$ cat config.mk
export PLATFORM = sky130hd
export DESIGN_NAME = bcd2bin_seq_flat
export DESIGN_NICKNAME = d
export VERILOG_FILES = /design/src/rtl/bcd_pkg.sv /design/src/rtl/bcd2bin_seq_if.sv /design/src/rtl/bcd_digit_adj.sv /design/src/rtl/bcd2bin_seq.sv /design/src/flat_wrapper.sv
export SDC_FILE = /design/constraint.sdc
export NUM_CORES = 1
export LEC_CHECK = 0
export ABC_AREA = 0
export BUFFER_PORTS_ARGS = -buffer_cell sky130_fd_sc_hd__buf_4
export CORE_ASPECT_RATIO = 1.25
export CORE_UTILIZATION = 45
export CTS_BUF_LIST = sky130_fd_sc_hd__clkbuf_8
export DETAILED_ROUTE_END_ITERATION = 10
export GPL_ROUTABILITY_DRIVEN = 1
export HOLD_SLACK_MARGIN = 0.12
export PLACE_DENSITY = 0.69
export SYNTH_ARGS = -nofsm -noshare
export SYNTH_HDL_FRONTEND = slang
export SYNTH_SLANG_ARGS = --single-unit
$ cat constraint.sdc
create_clock -name clk -period 4 [get_ports clk]
set_input_delay 1.2 -clock clk [delete_from_list [all_inputs] [get_ports clk]]
set_output_delay 1.2 -clock clk [all_outputs]
set_load 0.02 [all_outputs]
$ cat src/rtl/bcd_pkg.sv
// -----------------------------------------------------------------------------
// bcd_pkg
//   Shared definitions for the sequential BCD-to-binary converter:
//   digit width and maximum legal digit value, the converter FSM state type,
//   and helpers for digit validity and minimum binary width.
//   No ports (package).
// -----------------------------------------------------------------------------
package bcd_pkg;

    localparam int         BCD_DIGIT_W = 4;
    localparam logic [3:0] BCD_MAX     = 4'd9;

    typedef enum logic [1:0] {
        IDLE = 2'd0,
        CONV = 2'd1,
        DONE = 2'd2
    } bcd_conv_state_t;

    // Smallest w with 2**w > 10**n - 1, i.e. 2**w >= 10**n.
    function automatic int bcd_bin_width(input int n);
        longint unsigned lim;
        int              w;
        lim = 64'd1;
        w   = 0;
        for (int i = 0; i < n; i++) begin
            lim = lim * 64'd10;
        end
        while ((64'd1 << w) < lim) begin
            w++;
        end
        return w;
    endfunction

    // True when a 4-bit field is a legal decimal digit.
    function automatic logic bcd_digit_ok(input logic [BCD_DIGIT_W-1:0] d);
        return (d <= BCD_MAX);
    endfunction

endpackage

$ cat src/rtl/bcd2bin_seq_if.sv
// -----------------------------------------------------------------------------
// bcd2bin_seq_if
//   Input and output handshake bundle of the BCD-to-binary converter.
//   Parameters NDIGITS / BIN_W must match the converter instance.
//
//   Signals:
//     in_valid  producer -> converter  in_bcd holds a word to convert
//     in_ready  converter -> producer  converter can accept a word
//     in_bcd    producer -> converter  packed BCD, digit 0 in [3:0]
//     out_valid converter -> consumer  out_bin/out_err valid
//     out_ready consumer -> converter  consumer takes the result
//     out_bin   converter -> consumer  binary value of the accepted word
//     out_err   converter -> consumer  some accepted digit was > 9
//
//   Handshake rule (both channels): a transfer happens on a rising clock edge
//   where valid and ready are both high. Once valid is raised it stays high,
//   with its payload unchanged, until that transfer; ready may change freely.
//
//   Modports: master = producer/consumer side, slave = converter side.
// -----------------------------------------------------------------------------
interface bcd2bin_seq_if #(
    parameter int NDIGITS = 4,
    parameter int BIN_W   = 14
);

    logic                   in_valid;
    logic                   in_ready;
    logic [4*NDIGITS-1:0]   in_bcd;
    logic                   out_valid;
    logic                   out_ready;
    logic [BIN_W-1:0]       out_bin;
    logic                   out_err;

    modport master (
        output in_valid,
        output in_bcd,
        output out_ready,
        input  in_ready,
        input  out_valid,
        input  out_bin,
        input  out_err
    );

    modport slave (
        input  in_valid,
        input  in_bcd,
        input  out_ready,
        output in_ready,
        output out_valid,
        output out_bin,
        output out_err
    );

endinterface

$ cat src/rtl/bcd_digit_adj.sv
// -----------------------------------------------------------------------------
// bcd_digit_adj
//   One digit of the reverse double-dabble correction: after the right shift a
//   digit that reads >= 8 received a carry-in of 8 from the digit above, which
//   in decimal is worth 5, so 3 is taken away. Purely combinational.
//
//   Ports:
//     d_i  in   4  digit field after the shift
//     d_o  out  4  corrected digit field
// -----------------------------------------------------------------------------
module bcd_digit_adj
    import bcd_pkg::*;
(
    input  logic [BCD_DIGIT_W-1:0] d_i,
    output logic [BCD_DIGIT_W-1:0] d_o
);

    // The subtraction only happens for d_i >= 8, so it never wraps.
    assign d_o = (d_i >= 4'd8) ? (d_i - 4'd3) : d_i;

endmodule

$ cat src/rtl/bcd2bin_seq.sv
// -----------------------------------------------------------------------------
// bcd2bin_seq
//   Sequential N-digit BCD-to-binary converter (reverse double-dabble).
//   An accepted word is loaded into the top of a work register; each CONV
//   cycle shifts the register right by one and corrects every BCD digit that
//   reads >= 8. After BIN_W steps the binary value sits in the low BIN_W bits.
//   Words with an illegal digit skip conversion and report out_err with
//   out_bin = 0.
//
//   Ports:
//     clk          in   1       rising-edge clock
//     rst_n        in   1       asynchronous active-low reset
//     bus          slave modport of bcd2bin_seq_if (in/out handshakes)
//     dbg_state_o  out  2       current FSM state, for observation only
//
//   Timing: valid words give out_valid BIN_W+1 cycles after the accepting
//   cycle, error words 1 cycle after; one word per BIN_W+2 cycles at best.
// -----------------------------------------------------------------------------
module bcd2bin_seq
    import bcd_pkg::*;
#(
    parameter int NDIGITS = 4,
    parameter int BIN_W   = 14
) (
    input  logic             clk,
    input  logic             rst_n,
    bcd2bin_seq_if.slave     bus,
    output bcd_conv_state_t  dbg_state_o
);

    localparam int BCD_W  = BCD_DIGIT_W * NDIGITS;
    localparam int WORK_W = BCD_W + BIN_W;
    localparam int CNT_W  = $clog2(BIN_W + 1);

    // ------------------------------------------------------------------
    // Elaboration-time parameter checks
    // ------------------------------------------------------------------
    if (NDIGITS < 1 || NDIGITS > 8) begin : g_bad_ndigits
        $error("bcd2bin_seq: NDIGITS must be in 1..8");
    end

    if (BIN_W < bcd_bin_width(NDIGITS)) begin : g_bad_bin_w
        $error("bcd2bin_seq: BIN_W too small to hold 10**NDIGITS-1");
    end

    // ------------------------------------------------------------------
    // State
    // ------------------------------------------------------------------
    bcd_conv_state_t     state_q, state_d;
    logic [WORK_W-1:0]   work_q,  work_d;
    logic [CNT_W-1:0]    cnt_q,   cnt_d;
    logic [BIN_W-1:0]    out_bin_q, out_bin_d;
    logic                out_err_q, out_err_d;

    // ------------------------------------------------------------------
    // One conversion step: shift right, then correct the BCD digits.
    // ------------------------------------------------------------------
    logic [WORK_W-1:0]   shifted;
    logic [BCD_W-1:0]    adj_field;
    logic [WORK_W-1:0]   stepped;

    assign shifted = work_q >> 1;

    for (genvar g = 0; g < NDIGITS; g++) begin : g_adj
        bcd_digit_adj u_adj (
            .d_i (shifted[BIN_W + g*BCD_DIGIT_W +: BCD_DIGIT_W]),
            .d_o (adj_field[g*BCD_DIGIT_W +: BCD_DIGIT_W])
        );
    end

    assign stepped = {adj_field, shifted[BIN_W-1:0]};

    // ------------------------------------------------------------------
    // Input digit legality
    // ------------------------------------------------------------------
    logic in_digit_bad;

    always_comb begin
        in_digit_bad = 1'b0;
        for (int i = 0; i < NDIGITS; i++) begin
            if (!bcd_digit_ok(bus.in_bcd[i*BCD_DIGIT_W +: BCD_DIGIT_W])) begin
                in_digit_bad = 1'b1;
            end
        end
    end

    // ------------------------------------------------------------------
    // FSM next state and datapath
    // ------------------------------------------------------------------
    always_comb begin
        state_d   = state_q;
        work_d    = work_q;
        cnt_d     = cnt_q;
        out_bin_d = out_bin_q;
        out_err_d = out_err_q;

        case (state_q)
            IDLE: begin
                // in_ready is high in IDLE, so in_valid alone means accept.
                if (bus.in_valid) begin
                    if (in_digit_bad) begin
                        out_err_d = 1'b1;
                        out_bin_d = '0;
                        state_d   = DONE;
                    end else begin
                        out_err_d = 1'b0;
                        work_d    = {bus.in_bcd, {BIN_W{1'b0}}};
                        cnt_d     = CNT_W'(BIN_W);
                        state_d   = CONV;
                    end
                end
            end

            CONV: begin
                work_d = stepped;
                cnt_d  = cnt_q - CNT_W'(1);
                // cnt_q == 1 marks the last of the BIN_W steps.
                if (cnt_q == CNT_W'(1)) begin
                    out_bin_d = stepped[BIN_W-1:0];
                    state_d   = DONE;
                end
            end

            DONE: begin
                if (bus.out_ready) begin
                    state_d = IDLE;
                end
            end

            default: begin
                state_d = IDLE;
            end
        endcase
    end

    // ------------------------------------------------------------------
    // Registers
    // ------------------------------------------------------------------
    always_ff @(posedge clk or negedge rst_n) begin
        if (!rst_n) begin
            state_q   <= IDLE;
            work_q    <= '0;
            cnt_q     <= '0;
            out_bin_q <= '0;
            out_err_q <= 1'b0;
        end else begin
            state_q   <= state_d;
            work_q    <= work_d;
            cnt_q     <= cnt_d;
            out_bin_q <= out_bin_d;
            out_err_q <= out_err_d;
        end
    end

    // ------------------------------------------------------------------
    // Outputs
    // ------------------------------------------------------------------
    assign bus.in_ready  = (state_q == IDLE);
    assign bus.out_valid = (state_q == DONE);
    assign bus.out_bin   = out_bin_q;
    assign bus.out_err   = out_err_q;
    assign dbg_state_o   = state_q;

    // ------------------------------------------------------------------
    // Protocol and algorithm invariants
    // ------------------------------------------------------------------
    a_out_valid_hold: assert property (
        @(posedge clk) disable iff (!rst_n)
        (bus.out_valid && !bus.out_ready) |=> bus.out_valid
    ) else $error("bcd2bin_seq: out_valid dropped without out_ready");

    // Every value below 2**BIN_W has shifted completely out of the BCD field.
    a_bcd_field_empty: assert property (
        @(posedge clk) disable iff (!rst_n)
        (state_q == CONV && cnt_q == CNT_W'(1)) |-> (stepped[WORK_W-1:BIN_W] == '0)
    ) else $error("bcd2bin_seq: BCD field not empty after final shift");

endmodule

$ cat src/flat_wrapper.sv
// flat-port wrapper written by rule: the top's interface ports become plain ports
module bcd2bin_seq_flat import bcd_pkg::*;
#(
    parameter int NDIGITS = 4,
    parameter int BIN_W   = 14
)
  (clk, rst_n, dbg_state_o, bus_in_valid, bus_in_bcd, bus_out_ready, bus_in_ready, bus_out_valid, bus_out_bin, bus_out_err);
  bcd2bin_seq_if #(.NDIGITS(NDIGITS), .BIN_W(BIN_W)) bus_i ();
  input  logic clk;
  input  logic rst_n;
  output bcd_conv_state_t dbg_state_o;
  input wire logic [$bits(bus_i.in_valid)-1:0] bus_in_valid;
  input wire logic [$bits(bus_i.in_bcd)-1:0] bus_in_bcd;
  input wire logic [$bits(bus_i.out_ready)-1:0] bus_out_ready;
  output wire logic [$bits(bus_i.in_ready)-1:0] bus_in_ready;
  output wire logic [$bits(bus_i.out_valid)-1:0] bus_out_valid;
  output wire logic [$bits(bus_i.out_bin)-1:0] bus_out_bin;
  output wire logic [$bits(bus_i.out_err)-1:0] bus_out_err;
  assign bus_i.in_valid = bus_in_valid;
  assign bus_i.in_bcd = bus_in_bcd;
  assign bus_i.out_ready = bus_out_ready;
  assign bus_in_ready = bus_i.in_ready;
  assign bus_out_valid = bus_i.out_valid;
  assign bus_out_bin = bus_i.out_bin;
  assign bus_out_err = bus_i.out_err;
  bcd2bin_seq #(.NDIGITS(NDIGITS), .BIN_W(BIN_W)) u_core (.clk(clk), .rst_n(rst_n), .bus(bus_i), .dbg_state_o(dbg_state_o));
endmodule
==> results.yml, run 1 <==
clock_tree:
  cts_resized: 0
  cts_max_path_buffers: 2
  clkTransAtPathRegs_ns: 0.09
  clock_tree.root_cell: "sky130_fd_sc_hd__clkbuf_8"
  clock_sinks: 50
  clock_tree_from_tritoncts: "done"
  cts_hold_repair.buffers: 0
  cts_htree_levels: 2
  postCtsSetupRepairBufs: 0
  clk_latency_ns: 0.30
  cts_inserted_buffers: 5
final_layout:
  final_common_cell: "sky130_fd_sc_hd__dfrtp_1"
  final_cell_mix: "sky130_fd_sc_hd__dfrtp_1, sky130_fd_sc_hd__buf_4, sky130_fd_sc_hd__a22o_1"
  antenna-diode-count: 0
  post_layout_nonfiller_instances: 281
  layout-area-overhead-vs-synth_pct: 18.13
  layout-drive-gt1-share_pct: 23.08
  fin_nets: 249
  nFillCells: 428
sta:
  finalClockSkew_ns: 0.007303
  fin_crit_sh_pct: 60.43
  rsz0062_at_grt: "no"
  timing.max_slew.rel_slack_pct: 46.30
  hold_viol: 0
  tns_ns: 0
  finalWorstPathRequiredPeriod_ns: 2.417
  finalMaxSlewViolations: 0
  max_freq_mhz: 413.7
  setup-violations-final: 0
  timing_worst_slew_pin_value_ns: 0.8055
setup_path:
  critical_path_peak_fanout: 18
  reg2reg_slack_ns: 1.64
  crit_arrival_ns: 2.60
  criticalPathCategory: "primary input to register"
  end_kind: "register"
  cp-start-kind: "primary input"
  cp_data_required_time_ns: 4.18
logic_synthesis:
  synth-seq-cells: 50
  synthCells: 186
  share_of_the_synthesized_area_in_the_top_cell_type_pct: 55.10
  synth_fa_ha_area_share_pct: 4.408
  syn_nets: 214
  post_synth_xor_area_fraction_pct: 3.085
  post_synth_mux_area_share_pct: 3.251
  synthSimpleGateAreaFrac_pct: 8.926
  synth_area_um2: 2271
  synth-edff-count: 0
  dominantRegCellSynth: "sky130_fd_sc_hd__dfrtp_1"
  largest_family_of_logic_cells_by_synthesized_area: "compound AO/OA/AOI/OAI gates"
  syn-mean-instance-area_um2: 12.21
  synth_cell_types: 35
  async_s_r_ff_share_synth_pct: 100.0
  synth.area.top_cells: "sky130_fd_sc_hd__dfrtp_1, sky130_fd_sc_hd__a22o_1, sky130_fd_sc_hd__ha_1"
  synth_sequential_area_ratio_pct: 55.10
  synth-compound-area-share_pct: 21.05
  post-synth-top-area-cell: "sky130_fd_sc_hd__dfrtp_1"
  yosysWarningCount: 0
status:
  outcome: "finished clean"
placement:
  io_buffer_count: 38
  detailed_place_hpwl_um: 3157
  place_congestion: 0.7094
  post-place-cells: 274
route:
  drt_drc_violations_left: 0
  via_per_inst: 5.683
  drt_iter0_markers: 95
  vias: 1597
  drt.antenna.violating_nets: 0
  routedWlPerCell_um: 16.57
  drtPass1Iterations: 4
  drt_wl_total_um: 4655
power_and_ir_drop:
  ir_worst_vdd_mv: 0.3223
  power_per_cell_area_nw_per_um2: 588.6
  leakagePower_uw: 0.001275
global_route:
  number_of_global_route_vias_before_repair: 1465
  grt_antenna_before_repair: 0
  overflow: 0
  grt_max_degree: 51
  global_route.usage.total_pct: 18.61
  first_pass_grt_wire_length_um: 7341
floorplan:
  design.die.area_um2: 5337
  initial_core_util_pct: 47.31
  fp-row-count: 28
  overall_die_height_um: 81.43
  die-width_um: 65.54
  core_region_area_um2: 4800
  num_io_pins: 39
worst_hold_path:
  hold_path.class: "register to register"
run:
  timing.max_cap.violations: 0
## final timing paths
check                                              to                  start  cells past startpoint
worst max-delay path                u_core.work_q[15]         bus_in_bcd[13]                      5
worst min-delay path                u_core.work_q[29]      u_core.work_q[29]                      1
worst max register to register  u_core.bus.out_bin[4]  u_core.dbg_state_o[0]                      4
worst min register to register      u_core.work_q[29]      u_core.work_q[29]                      1
max in group asynchronous             u_core.cnt_q[1]                  rst_n                      1
min in group asynchronous           u_core.work_q[14]                  rst_n                      1
## critical path: stages
cell                      delay, ns
sky130_fd_sc_hd__buf_4         0.11
sky130_fd_sc_hd__o21ai_1       0.24
sky130_fd_sc_hd__nand4_2       0.23
sky130_fd_sc_hd__o21a_1        0.44
sky130_fd_sc_hd__a221o_1       0.38
## power by group
group / switching [uW] / leakage, uW / internal (uW)
Sequential: 123 / 0.000650 / 624
Combinational: 243 / 0.000568 / 228
Clock: 161 / 0.0000573 / 200
Total: 526 / 0.00127 / 1050
## state kept, by name, indices dropped and copies added, names as in the netlist
name / cells
u_core.bus.out_bin: 14
u_core.dbg_state_o: 2
u_core.cnt_q: 4
u_core.bus.out_err: 1
u_core.work_q: 29
## Yosys cell counts, drive strengths merged, types with 4 or more instances
master / count
dfrtp: 50
xnor2: 7
nand2: 7
inv: 9
nand2b: 9
a22o: 28
ha: 8
o221a: 4
mux2i: 4
nor3: 4
o21ai: 15
nor2: 7
buf: 10
## kinds of logic after synthesis
logic type,Yosys count
adders and majority gates,8
buffers and inverters,19
DFF,50
xor gates and xnor gates,8
and+or+nand+nor,35
AOI/OAI and AO/OA,59
muxes,7
## stage by stage
step           area (um2)  hold WS, ns  worst slack (ns)  total power, uW  util [%]
2_1_floorplan        2271       0.4575             1.665             1090         -
3_3_place_gp         2570       0.4874             1.292             1215     53.55
3_5_place_dp         2570       0.4790             1.267             1230     53.55
4_1_cts              2683       0.5066             1.597             1590     55.89
5_1_grt              2683       0.5246             1.468             1680     55.89
6_report             2683       0.5044             1.583             1579     55.89
## area by class of cell
cell class | instances | area [um2] | area share, %
flip-flops and latches | 50 | 1251 | 46.64
inverters | 9 | 33.78 | 1.259
multi-input cells | 117 | 924.6 | 34.47
clock inverters | 1 | 30.03 | 1.119
repair buffers | 38 | 285.3 | 10.63
clock buffers | 6 | 82.58 | 3.078
well taps | 60 | 75.07 | 2.799
## metal layers
layer | track usage (%) | vias to the layer above | routed length, um
met5 | 0 | - | 0
met2 | 30.52 | 44 | 2256
met1 | 24.48 | 796 | 2133
li1 | - | 751 | -
met3 | 4.583 | 6 | 208
met4 | 5.217 | 0 | 57
Power figures use the tool's default switching activity.
==> run 2, diff against run 1 <==
ABC_AREA = 1   (was 0)
PLACE_DENSITY = 0.71   (was 0.69)
clock period = 2.2 ns   (was 4 ns; I/O delays follow)
==> run 2 against run 1 <==
Register-to-register slack got worse by 1.1 ns. Power increased by 130%. Synthesized area increased by 14%. Synthesized cell count increased by 80%. Routed wire length increased by 11%. Global-route usage increased by 0.21 points. Utilization decreased by 0.87 points. Largest power group unchanged. Clock-buffer cell count unchanged. Cell area increased by 12%. Sequential power increased by 110%. Flip-flop and latch count unchanged.
==> results.yml, run 2 <==
floorplan:
  core_region_area_um2: 5480
  fp-row-count: 30
  initial_core_util_pct: 47.17
  die-width_um: 69.79
  overall_die_height_um: 86.74
  design.die.area_um2: 6054
  num_io_pins: 39
clock_tree:
  clkTransAtPathRegs_ns: 0.09
  clock_tree.root_cell: "sky130_fd_sc_hd__clkbuf_8"
  cts_max_path_buffers: 2
  cts_inserted_buffers: 5
  clock_tree_from_tritoncts: "done"
  cts_resized: 0
  clock_sinks: 50
  cts_htree_levels: 2
  postCtsSetupRepairBufs: 0
  clk_latency_ns: 0.30
  cts_hold_repair.buffers: 0
setup_path:
  cp-start-kind: "register"
  path_delay_family: "flip-flops"
  worstReg2RegStart: "u_core.dbg_state_o[0]"
  crit_arrival_ns: 1.30
  worstPathBufferInverterCount: 1
  cpMaxStageDelayCell: "sky130_fd_sc_hd__dfrtp_1"
  worst-r2r-cell-count: 5
  end_kind: "output port"
  cp_data_required_time_ns: 1.54
  critical_path_peak_fanout: 5
  crit_chain: "nor2_1, buf_4"
  r2r_end: "u_core.work_q[4]"
  worst_path_largest_cell_delay_ns: 0.49
  criticalPathCategory: "register to output port"
  reg2reg_slack_ns: 0.53
global_route:
  grt_max_degree: 51
  global_route.usage.total_pct: 18.82
  first_pass_grt_wire_length_um: 9301
  grt_antenna_before_repair: 0
  number_of_global_route_vias_before_repair: 2116
  overflow: 0
logic_synthesis:
  async_s_r_ff_share_synth_pct: 100.0
  dominantRegCellSynth: "sky130_fd_sc_hd__dfrtp_1"
  yosysWarningCount: 0
  synth_cell_types: 21
  synthCells: 334
  share_of_the_synthesized_area_in_the_top_cell_type_pct: 48.40
  synth-edff-count: 0
  post-synth-top-area-cell: "sky130_fd_sc_hd__dfrtp_1"
  synth_area_um2: 2585
  synth_most_common_cell: "sky130_fd_sc_hd__nand2_1"
  synth_sequential_area_ratio_pct: 48.40
  synth.area.top_cells: "sky130_fd_sc_hd__dfrtp_1, sky130_fd_sc_hd__nand2_1, sky130_fd_sc_hd__nand3_1"
  syn_nets: 362
  synth-seq-cells: 50
  syn-mean-instance-area_um2: 7.739
  synth_top_cells_by_count: "sky130_fd_sc_hd__nand2_1, sky130_fd_sc_hd__dfrtp_1, sky130_fd_sc_hd__inv_1, sky130_fd_sc_hd__nor2_1, sky130_fd_sc_hd__nand3_1"
sta:
  hold_viol: 0
  rsz0062_at_grt: "no"
  fin_crit_sh_pct: 89.16
  timing.max_slew.rel_slack_pct: 59.51
  finalClockSkew_ns: 0.009098
  tns_ns: 0
  finalWorstPathRequiredPeriod_ns: 1.962
  timing_worst_slew_pin_value_ns: 0.6052
  setup-violations-final: 0
  finalMaxSlewViolations: 0
  fin_ws_ns: 0.2385
  max_freq_mhz: 509.8
power_and_ir_drop:
  leakagePower_uw: 0.001678
  power_per_cell_area_nw_per_um2: 1182
  ir_worst_vdd_mv: 0.4583
placement:
  place_congestion: 0.7892
  io_buffer_count: 38
  place_worst_setup_slack_ns: 0.1299
  detailed_place_hpwl_um: 3560
route:
  vias: 2179
  drt_drc_violations_left: 0
  routedWlPerCell_um: 11.87
  via_per_inst: 5.021
  drt.antenna.violating_nets: 0
  drt_iter0_markers: 107
  drtPass1Iterations: 4
  drt_wl_total_um: 5151
final_layout:
  max_flop_register: "u_core.work_q"
  antenna-diode-count: 0
  layout-area-overhead-vs-synth_pct: 16.65
  final_common_cell: "sky130_fd_sc_hd__nand2_1"
  largest_register_ff_count: 29
  layout-drive-gt1-share_pct: 16.49
  final_cell_mix: "sky130_fd_sc_hd__nand2_1, sky130_fd_sc_hd__dfrtp_1, sky130_fd_sc_hd__buf_4"
  fin_nets: 398
worst_hold_path:
  hold_path.class: "primary input to async pin"
run:
  timing.max_cap.violations: 0
status:
  outcome: "finished clean"
run 2: routing by layer:
| layer | track usage (%) | share of wire, % |
|---|---|---|
| met2 | 33.83 | 48 |
| met1 | 22.75 | 47 |
| met3 | 3.140 | 3.2 |
| met4 | 6.545 | 1.4 |
| met5 | 0 | 0 |
run 2: worst register-to-register path, cell delays in order (launching register included):
cell and delay (ns):
sky130_fd_sc_hd__dfrtp_1 0.45, sky130_fd_sc_hd__inv_2 0.11, sky130_fd_sc_hd__a21oi_4 0.30, sky130_fd_sc_hd__nand2_2 0.44, sky130_fd_sc_hd__nand2_1 0.19, sky130_fd_sc_hd__nand2_1 0.07
run 2: final cells by class:
cell class,instances,area (um2)
clock inverters,1,30.03
inverters,28,105.1
repair buffers,43,322.8
well taps,64,80.08
multi-input cells,242,1144
flip-flops and latches,50,1251
fillers,538,2465
clock buffers,6,82.58
run 2: how the worst max path moves through the flow:
stage	cells past startpoint	slack, ns	to	start
floorplan	2	0.57	bus_out_valid	u_core.dbg_state_o[1]
global placement	9	0.18	u_core.work_q[27]	bus_in_bcd[1]
detailed placement	9	0.13	u_core.work_q[4]	bus_in_bcd[1]
CTS	2	0.24	bus_in_ready	u_core.dbg_state_o[1]
global route	2	0.20	bus_in_ready	u_core.dbg_state_o[1]
finish	2	0.24	bus_in_ready	u_core.dbg_state_o[1]
run 2: logic make-up (layout without fill, tap and decap cells):
kind of cell,after synthesis,in the layout,synth area share [%]
buffers and inverters,42,78,7.357
DFF,50,50,48.40
adders and majority gates,8,8,3.872
xor gates and xnor gates,3,3,1.017
and+or+nand+nor,209,209,34.08
AOI/OAI and AO/OA,22,22,5.276
run 2: report_power, final:
part / switching, uW / internal, uW
Clock: 298 / 364
Sequential: 314 / 1260
Combinational: 834 / 496
run 2: stage by stage:
step	std cells	power (uW)	util, %	hold slack, ns	instance area (um2)
floorplan	334	2511	-	0.3644	2585
global placement	427	2867	52.97	0.4561	2903
detailed placement	427	2929	52.97	0.4592	2903
CTS	434	3594	55.02	0.3937	3015
global route	434	3860	55.02	0.4133	3015
finish	434	3563	55.02	0.3683	3015
==> run 3, diff against run 2 <==
REMOVE_ABC_BUFFERS = 1   (was unset)
==> run 3 against run 2 <==
Sequential power barely moved. Global-route usage fell by 1.2 points. Critical path depth did not move. Clock-buffer cell count fell by 1.
==> results.yml, run 3 (synthesis gave the netlist of run 2 again) <==
power_and_ir_drop:
  leakagePower_uw: 0.001684
  power.combinational.fraction_pct: 37.7
  p_sw_uw: 1437
  design_power_total_uw: 3536
  ir_worst_vdd_mv: 0.5793
  switching_share_pct: 40.63
  p_seq_share_pct: 44.5
  internal_power_contribution_uw: 2100
  power_per_cell_area_nw_per_um2: 1166
  clockPowerShare_pct: 17.8
clock_tree:
  cts_hold_repair.buffers: 0
  clock_tree_from_tritoncts: "done"
  clkTransAtPathRegs_ns: 0.09
  postCtsSetupRepairBufs: 0
  cts_htree_levels: 2
  clock_tree.root_cell: "sky130_fd_sc_hd__clkbuf_8"
  cts_inserted_buffers: 5
  clk_latency_ns: 0.29
  clock_sinks: 50
  cts_resized: 0
  cts_max_path_buffers: 2
sta:
  setup-violations-final: 0
  finalMaxSlewViolations: 0
  finalWorstPathRequiredPeriod_ns: 1.970
  timing.max_slew.rel_slack_pct: 57.93
  max_freq_mhz: 507.5
  tns_ns: 0
  fin_crit_sh_pct: 89.56
  fin_hold_ws_ns: 0.3738
  timing_worst_slew_pin_value_ns: 0.6311
  hold_viol: 0
  finalClockSkew_ns: 0.003578
  rsz0062_at_grt: "no"
floorplan:
  fp-row-count: 30
  die-width_um: 69.79
  core_region_area_um2: 5480
  overall_die_height_um: 86.74
  num_io_pins: 39
  design.die.area_um2: 6054
  initial_core_util_pct: 47.17
global_route:
  grt-busiest-layer: "met2"
  met2_usage_pct: 30.16
  global_route.usage.total_pct: 17.61
  number_of_global_route_vias_before_repair: 1931
  overflow: 0
  use_met3_pct: 2.093
  grt_antenna_before_repair: 0
  first_pass_grt_wire_length_um: 8673
  grtUsageMet1_pct: 23.38
  grt_max_degree: 51
setup_path:
  cp-start-kind: "register"
  cp_data_required_time_ns: 1.54
  crit_chain: "nor2_1, buf_4"
  crit_arrival_ns: 1.31
  r2r_end: "u_core.bus.out_bin[0]"
  end_kind: "output port"
  worst-r2r-cell-count: 7
  criticalPathCategory: "register to output port"
  worstReg2RegStart: "u_core.cnt_q[1]"
  worst_path_largest_cell_delay_ns: 0.49
  reg2reg_slack_ns: 0.61
  critical_path_peak_fanout: 5
  cpMaxStageDelayCell: "sky130_fd_sc_hd__dfrtp_1"
placement:
  place_congestion: 0.8406
  detailed_place_hpwl_um: 3624
  post-place-cells: 428
  io_buffer_count: 38
final_layout:
  fin_nets: 399
  max_flop_register: "u_core.work_q"
  post_layout_nonfiller_instances: 436
  layout-area-overhead-vs-synth_pct: 17.28
  layout-drive-gt1-share_pct: 16.94
  largest_register_ff_count: 29
  final_common_cell: "sky130_fd_sc_hd__nand2_1"
  antenna-diode-count: 0
  final_cell_mix: "sky130_fd_sc_hd__nand2_1, sky130_fd_sc_hd__dfrtp_1, sky130_fd_sc_hd__buf_4"
route:
  drt_iter0_markers: 219
  routedWlPerCell_um: 11.77
  drt_wl_total_um: 5132
  drt_drc_violations_left: 0
  vias: 2161
  drt.antenna.violating_nets: 0
  drtPass1Iterations: 4
  via_per_inst: 4.956
status:
  outcome: "finished clean"
worst_hold_path:
  hold_path.class: "primary input to async pin"
run:
  timing.max_cap.violations: 0
-- run 3: cell count changes in the layout (fill, tap and decap cells not counted) --
| cell | previous run | this run |
|---|---|---|
| sky130_fd_sc_hd__clkinv_2 | 0 | 2 |
| sky130_fd_sc_hd__buf_12 | 0 | 1 |
| sky130_fd_sc_hd__clkbuf_8 | 6 | 5 |
-- run 3: critical path: cells and delay by family, from the launching register on --
family        cells  cell delay, ns
buf+inv           1            0.21
simple gates      1            0.32
flops             1            0.49
-- run 3: worst max-delay path by stage --
stage	start	to	slack, ns	cells after the start
after global routing	u_core.dbg_state_o[1]	bus_in_ready	0.15	2
final	u_core.dbg_state_o[1]	bus_in_ready	0.23	2
after CTS	u_core.dbg_state_o[1]	bus_in_ready	0.22	2
after floorplan	u_core.dbg_state_o[0]	u_core.work_q[14]	0.34	6
after global placement	bus_in_bcd[1]	u_core.work_q[20]	0.32	10
after detailed placement	bus_in_bcd[1]	u_core.work_q[12]	0.29	10
-- run 3: through the flow --
step           utilization (%)  setup WS [ns]  area, um2
2_1_floorplan                -         0.3442       2500
3_3_place_gp             53.33         0.3220       2923
3_5_place_dp             53.33         0.2903       2923
4_1_cts                  55.32         0.2240       3032
5_1_grt                  55.32         0.1501       3032
6_report                 55.32         0.2297       3032
-- run 3: layout make-up --
cell class                      instances  area (um2)
Clock buffer                            5       68.82
Clock inverter                          3       40.04
Fill cell                             529        2449
Inverter                               28       105.1
Multi-Input combinational cell        242        1144
Sequential cell                        50        1251
Tap cell                               64       80.08
Timing Repair Buffer                   44       342.8
-- run 3: per-layer routing --
layer,share of wire (%),routed length (um),vias to the layer above
met1,49,2508,981
met4,0.80,41,0
met3,4.5,230,4
li1,-,-,1118
met2,46,2351,58
met5,0,0,-
-- run 3: power groups by stage --
stage	Sequential [uW]	Clock, uW	Combinational (uW)
global placement	1580	0	1310
finish	1570	629	1330
detailed placement	1580	0	1350
floorplan	1580	0	868
CTS	1570	640	1350
global route	1620	673	1520
